### config.mk
export PLATFORM = sky130hd
export DESIGN_NAME = cache_mem_responder
export DESIGN_NICKNAME = d
export VERILOG_FILES = /design/src/rtl/cache_mem_responder.sv
export SDC_FILE = /design/constraint.sdc
export NUM_CORES = 1
export LEC_CHECK = 0
export CAP_MARGIN = 10
export CORE_UTILIZATION = 45
export CTS_CLUSTER_SIZE = 28
export DETAILED_ROUTE_END_ITERATION = 8
export GPL_TIMING_DRIVEN = 0
export HOLD_SLACK_MARGIN = 0.03
export PLACE_DENSITY = 0.87
export SETUP_SLACK_MARGIN = 0.4
export SYNTH_ARGS = -nofsm -noshare
export SYNTH_HDL_FRONTEND = slang
export SYNTH_SLANG_ARGS = --single-unit
### constraint.sdc
create_clock -name clk_g -period 8.2 [get_ports clk_g]
set_input_delay 0.82 -clock clk_g [delete_from_list [all_inputs] [get_ports clk_g]]
set_output_delay 0.82 -clock clk_g [all_outputs]
set_load 0.005 [all_outputs]
### src/rtl/cache_mem_responder.sv
// Bridges cache line/word reads and buffered writes onto a single-port word memory.
// Reads return 2 cycles after acceptance, with one beat per cycle and no backpressure; a pending write blocks new reads.
module cache_mem_responder (
   input  logic         clk_g,
   input  logic         reset,
   input  logic         rd_req,
   input  logic [2:0]   rd_type,
   input  logic [31:0]  rd_addr,
   output logic         rd_rdy,
   output logic         ret_valid,
   output logic         ret_last,
   output logic [31:0]  ret_data,
   input  logic         wr_req,
   input  logic [2:0]   wr_type,
   input  logic [31:0]  wr_addr,
   input  logic [3:0]   wr_wstrb,
   input  logic [127:0] wr_data,
   output logic         wr_rdy,
   output logic         mem_en,
   output logic [3:0]   mem_we,
   output logic [31:0]  mem_addr,
   output logic [31:0]  mem_wdata,
   input  logic [31:0]  mem_rdata
);

   localparam logic [2:0] TYPE_LINE = 3'b100;

   typedef enum logic {R_IDLE, R_BURST} r_state_t;
   typedef enum logic {W_IDLE, W_DRAIN} w_state_t;

   r_state_t r_state, r_next;
   w_state_t w_state, w_next;

   logic [31:2]  rd_addr_q;
   logic         rd_line_q;
   logic [1:0]   issue_cnt;
   logic [1:0]   ret_cnt;
   logic         issue_done;
   logic         ret_pend;

   logic [31:2]  wb_addr_q;
   logic         wb_line_q;
   logic [3:0]   wb_strb_q;
   logic [127:0] wb_data_q;
   logic [1:0]   drain_cnt;

   logic rd_accept, wr_capture;
   logic rd_issue, wr_issue, rd_issue_last, wr_issue_last, ret_final;
   logic [31:0] wb_word;

   // Sub-word lane selection is left to the requester, so the low address bits are never used.
   logic unused_addr_bits;
   assign unused_addr_bits = ^{rd_addr[1:0], wr_addr[1:0]};

   assign wr_rdy     = (w_state == W_IDLE);
   assign rd_rdy     = (r_state == R_IDLE) && (w_state == W_IDLE) && !wr_req;
   assign rd_accept  = rd_req && rd_rdy;
   assign wr_capture = wr_req && wr_rdy;

   // Reads own the memory for the whole burst; the drain only runs while the read side is idle.
   assign rd_issue      = (r_state == R_BURST) && !issue_done;
   assign wr_issue      = (w_state == W_DRAIN) && (r_state == R_IDLE);
   assign rd_issue_last = rd_issue && (!rd_line_q || issue_cnt == 2'd3);
   assign wr_issue_last = wr_issue && (!wb_line_q || drain_cnt == 2'd3);
   assign ret_final     = ret_pend && (!rd_line_q || ret_cnt == 2'd3);

   assign ret_valid = ret_pend;
   assign ret_last  = ret_final;
   assign ret_data  = ret_pend ? mem_rdata : 32'h0;

   always_comb begin
      wb_word = wb_data_q[127:96];
      if (wb_line_q) begin
         case (drain_cnt)
            2'd0: wb_word = wb_data_q[127:96];
            2'd1: wb_word = wb_data_q[95:64];
            2'd2: wb_word = wb_data_q[63:32];
            2'd3: wb_word = wb_data_q[31:0];
         endcase
      end
   end

   always_comb begin
      r_next    = r_state;
      w_next    = w_state;
      mem_en    = 1'b0;
      mem_we    = 4'h0;
      mem_addr  = 32'h0;
      mem_wdata = 32'h0;

      case (r_state)
         R_IDLE:  if (rd_accept) r_next = R_BURST;
         R_BURST: if (ret_final) r_next = R_IDLE;
      endcase

      case (w_state)
         W_IDLE:  if (wr_capture) w_next = W_DRAIN;
         W_DRAIN: if (wr_issue_last) w_next = W_IDLE;
      endcase

      if (rd_issue) begin
         mem_en   = 1'b1;
         mem_addr = rd_line_q ? {rd_addr_q[31:4], issue_cnt, 2'b00} : {rd_addr_q[31:2], 2'b00};
      end else if (wr_issue) begin
         mem_en    = 1'b1;
         mem_we    = wb_line_q ? 4'hF : wb_strb_q;
         mem_addr  = wb_line_q ? {wb_addr_q[31:4], drain_cnt, 2'b00} : {wb_addr_q[31:2], 2'b00};
         mem_wdata = wb_word;
      end
   end

   always_ff @(posedge clk_g or posedge reset) begin
      if (reset) begin
         r_state    <= R_IDLE;
         rd_addr_q  <= '0;
         rd_line_q  <= 1'b0;
         issue_cnt  <= 2'd0;
         ret_cnt    <= 2'd0;
         issue_done <= 1'b0;
         ret_pend   <= 1'b0;
      end else begin
         r_state  <= r_next;
         ret_pend <= rd_issue;
         if (rd_accept) begin
            rd_addr_q  <= rd_addr[31:2];
            rd_line_q  <= (rd_type == TYPE_LINE);
            issue_cnt  <= 2'd0;
            ret_cnt    <= 2'd0;
            issue_done <= 1'b0;
         end else begin
            if (rd_issue_last)
               issue_done <= 1'b1;
            else if (rd_issue)
               issue_cnt <= issue_cnt + 2'd1;
            if (ret_pend && !ret_final)
               ret_cnt <= ret_cnt + 2'd1;
         end
      end
   end

   always_ff @(posedge clk_g or posedge reset) begin
      if (reset) begin
         w_state   <= W_IDLE;
         wb_addr_q <= '0;
         wb_line_q <= 1'b0;
         wb_strb_q <= 4'h0;
         wb_data_q <= '0;
         drain_cnt <= 2'd0;
      end else begin
         w_state <= w_next;
         if (wr_capture) begin
            wb_addr_q <= wr_addr[31:2];
            wb_line_q <= (wr_type == TYPE_LINE);
            wb_strb_q <= wr_wstrb;
            wb_data_q <= wr_data;
            drain_cnt <= 2'd0;
         end else if (wr_issue && !wr_issue_last) begin
            drain_cnt <= drain_cnt + 2'd1;
         end
      end
   end

endmodule

Word-level counts from Yosys, hierarchy flattened --
Cells that the tools add are included.
Cells by class: add/sub/neg operators 3, eq/ne operators 8, multiplexer cells 29, bitwise gates (word level) 2, reductions and logical operators 26
Operators with widths (count):
- $mux W32 | 6
- $pmux W32 S4 | 1
- $mux W4 | 5
- $mux W2 | 7
- $logic_and A1 B1 Y1 | 11
- $eq A2 B2 Y1 const B | 4
- $mux W1 | 8
- $reduce_bool A2 Y1 | 4
- $add A2 B1 Y2 const B | 3
- $eq A3 B3 Y1 const B | 2
- $logic_not A1 Y1 | 6
- $pmux W1 S2 | 2
- $logic_or A1 B1 Y1 | 3
- $eq A2 B1 Y1 const B | 1
- $logic_not A2 Y1 | 1
- $ne A2 B2 Y1 const B | 1
- $not A1 Y1 | 2
- $reduce_and A2 Y1 | 1
Word-level totals: flip-flop bits (word level) 204, input port bits 238, output and inout port bits 105, word-level logic and storage cells 81

Depth between registers and ports, before layout --
depth after elaboration 7, gate-level depth with buffers 7, depth with buffers taken out 5

Least setup slack after synthesis --
OpenSTA, ideal clock, no wires.
kind reg-to-output, start reg drain_cnt[0], end out mem_wdata[14], data arrival time 1383 ps, data required time 7380 ps, path slack 5997 ps, stages on the path, launching flop included 6, path buffers 2, cell sequence dfrtp_1 > ha_1 > clkbuf_1 > clkbuf_1 > a222oi_1 > a21oi_1
Between the ends: word-level cells in the longest chain between the ends 5, elaborated cells on any way between the ends 8, classes of those cells eq/ne (3); mux (4); reduce/logical (1)
Ends and longest elaborated chain:
- from (decl) | line 45 | logic [1:0] drain_cnt;
- from (signal assigned) | line 158 | drain_cnt <= drain_cnt + 2'd1;
- $eq A2 B2 Y1, or another cell as far along | line 74 | case (drain_cnt)
- $pmux W32 S4 * | line 74
- $mux W32 * | line 73 | if (wb_line_q) begin
- $mux W32 * | line 104 | end else if (wr_issue) begin
- $mux W32 * | line 101 | if (rd_issue) begin
- to (decl) | line 22 | output logic [31:0] mem_wdata,
Every way passes the cells marked *; elsewhere a longest branch is shown, timed or not.

Worst setup path in the final report --
start reg drain_cnt[0], end out mem_wdata[19]
Same word-level chain as after synthesis.

==> impl_results.md <==
- Largest net degree at the start of global routing: 131
- Ranking of synthesized cells by area: dfrtp_1 (55%), mux2_2 (18%), mux2_4 (3.9%)
- Power Dens Cells: 342 mW/mm2
- RR Startpoint: drain_cnt[0]
- Register area share after synthesis: 0.551
- CP Data Required Time: 7380 ps
- Peak supply drop: 0.000233 V
- Vias in the first global route: 7,608
- DRT Wirelength: 27,500 um
- Mapped Cells: 673
- Initial Utilization: 0.459
- Slew Viols, Final: 0
- Hold crit path type: reg2reg
- Yosys reg bits: 204
- Tcrit/Tclk final: 0.474
- Port Buffers: 336
- Vias per cell: 5.38
- First-pass GRT wire length: 43,200 um
- Core region area: 0.0202 mm2
- Pleak: 5.67 nW
- Commonest non-fill, non-tap cell in the layout: clkdlybuf4s50_1
- FP Rows: 52
- Worst-skew pair later-pin latency: 510 ps
- R2R depth: 5
- Area of placed instances: 0.0130 mm2
- Initial antenna violation count: 2
- CTS max path bufs: 3
- Met2 usage: 0.475
- DIE HEIGHT: 145 um
- Global routing usage on met3: 0.0636
- Final setup viols: 0
- DR iter-0 viols: 348
- Placed instance count: 1,281
- GR peak layer: met2
- Slew margin rel.: 0.518
- Detailed-route DRC error count: 0
- Max Clk Rate: 257 MHz
- Hold_ws: 479 ps
- Number of fill cells in the layout: 1,449
- Hold Violations, Final: 0
- CTS tree: built
- Worst hold stages: 1
- Vias post-DR: 7,118
- Area delta synth->final: 49.6%
- Synthesized cell area: 0.00926 mm2
- WL/cell: 20.8 um
- Post-synth EDFFs: 0
- Hold path start: wb_data_q[97]
- Yosys warning count: 0
- Post-CTS setup buffer count: 0
- CTS buffer count: 23
- Synth area leader: dfrtp_1
- Max Fanout on Critical Path: 10
- Maxcap violations: 0
- Slew at the pin closest to its max-slew limit: 723 ps
- Setup Skew: 24.9 ps
- Clock slew at reported path FFs: 60 ps
- DPL Wire Length: 20,100 um
- CP Data Arrival Time: 3070 ps
- Asr flop ratio synth: 1.00
- Cts repair resizes: 0
- Crit start category: flop
- Period minus WS final: 3890 ps
- Status: finished clean
- DR pass1 iterations: 5
- Root Driver: clkbuf_16
- I/O pins: 343
- Yosys top cell area share: 0.551
- # clock sinks: 204
- Number of nets in the layout: 1,280
- Most common flop cell mapped by yosys: dfrtp_1
- Most frequent cells in the layout: clkdlybuf4s50_1 (336), dfrtp_1 (204), mux2_2 (152)
- Die area: 0.0211 mm2
- Post-Syn Area per Cell: 13.8 um2
- Synth unique cells: 32
- Width of the die: 145 um
- Final Non-Filler Cells: 1,324
- H-tree levels: 1
- Total Routing Usage GR: 0.263
- Final instance area: 0.0138 mm2
- Layout cells sized above 1: 0.237
- Final total power: 4.74 mW
- Post-CTS Hold Fix Bufs: 0
- Crit path kind: reg2out
- Grt total ovfl: 0
- Setup crit start: drain_cnt[0]
- Setup crit end kind: output port
- RSZ-0062 raised after global routing: false
- Met1 Usage GRT: 0.303
- GP Congestion: 0.888
- Post-route ant nets: 0
[per-layer routing]
| metal | vias to the layer above | share of wire |
|---|---|---|
| li1 | 3207 | - |
| met1 | 3548 | 0.38 |
| met2 | 304 | 0.52 |
| met3 | 59 | 0.072 |
| met4 | 0 | 0.033 |
| met5 | - | 0 |
[stage by stage]
stage / setup WS, ps / TNS, ps / util
finish: 4310 / 0 / 0.687
global route: 4110 / 0 / 0.687
CTS: 4240 / 0 / 0.686
detailed placement: 4810 / 0 / 0.644
global placement: -835 / -167470 / 0.643
floorplan: 1810 / 0 / -
[synth_stat cells, types with 2 or more instances]
cell,count
nor2_1,16
xnor2_1,2
nand2_1,2
o21ai_0,34
ha_1,6
a222oi_1,32
a21oi_1,33
o22ai_1,2
and4bb_2,2
inv_1,7
mux2_2,152
buf_2,9
a22o_1,28
nand2b_1,4
mux2_1,17
clkbuf_1,26
buf_6,17
dfrtp_1,204
buf_8,2
nor2b_1,3
buf_4,3
mux2i_1,7
and2_1,33
mux2_4,24
[final timing paths]
| kind | endpoint | slack, ps |
|---|---|---|
| max | mem_wdata[19] | 4310 |
| min | wb_data_q[97] | 480 |
| max reg2reg | w_state | 6250 |
| min reg2reg | wb_data_q[97] | 480 |
| max in group asynchronous | wb_addr_q[15] | 6330 |
| min in group asynchronous | wb_data_q[74] | 780 |
[power breakdown]
part           leakage [nW]  switching, mW  internal [mW]
combinational          2.84          0.679           1.10
sequential             2.41          0.307           1.52
clock                 0.415          0.408          0.727
total                  5.67           1.39           3.35
[registers in the layout, summed over array words and instances (netlist names)]
signal and flops:
drain_cnt 2, issue_cnt 2, issue_done 1, r_state 1, rd_addr_q 30, rd_line_q 1, ret_cnt 2, ret_valid 1
w_state 1, wb_addr_q 30, wb_data_q 128, wb_line_q 1, wb_strb_q 4
[critical path: stages (launching register included)]
cell and delay, ps:
dfrtp_1 450, ha_1 180, clkbuf_1 410, clkbuf_1 480, a222oi_1 210, a21oi_1 290
clkdlybuf4s50_1 550
[area by class of cell]
| type | count | area, um2 | area share |
|---|---|---|---|
| Buffer | 57 | 387 | 0.0279 |
| Tap cell | 270 | 338 | 0.0244 |
| Inverter | 7 | 33.8 | 0.00244 |
| Antenna cell | 2 | 5.00 | 0.000361 |
| Sequential cell | 204 | 5100 | 0.369 |
| Multi-Input combinational cell | 406 | 3740 | 0.270 |
| Clock buffer | 33 | 673 | 0.0486 |
| Clock inverter | 8 | 173 | 0.0125 |
| Timing Repair Buffer | 337 | 3390 | 0.245 |
[kinds of logic after synthesis]
logic type               Yosys count  share of synthesized area
multiplexers                     200                      0.252
other                              1                   0.000405
XOR/XNOR                           3                    0.00284
flip-flops                       204                      0.551
adder cells (fa/ha/maj)            6                    0.00811
AND/OR/NAND/NOR                   64                     0.0403
AO/OA/AOI/OAI                    131                      0.100
buffers and inverters             64                     0.0446
(Power assumes the default switching activity.)
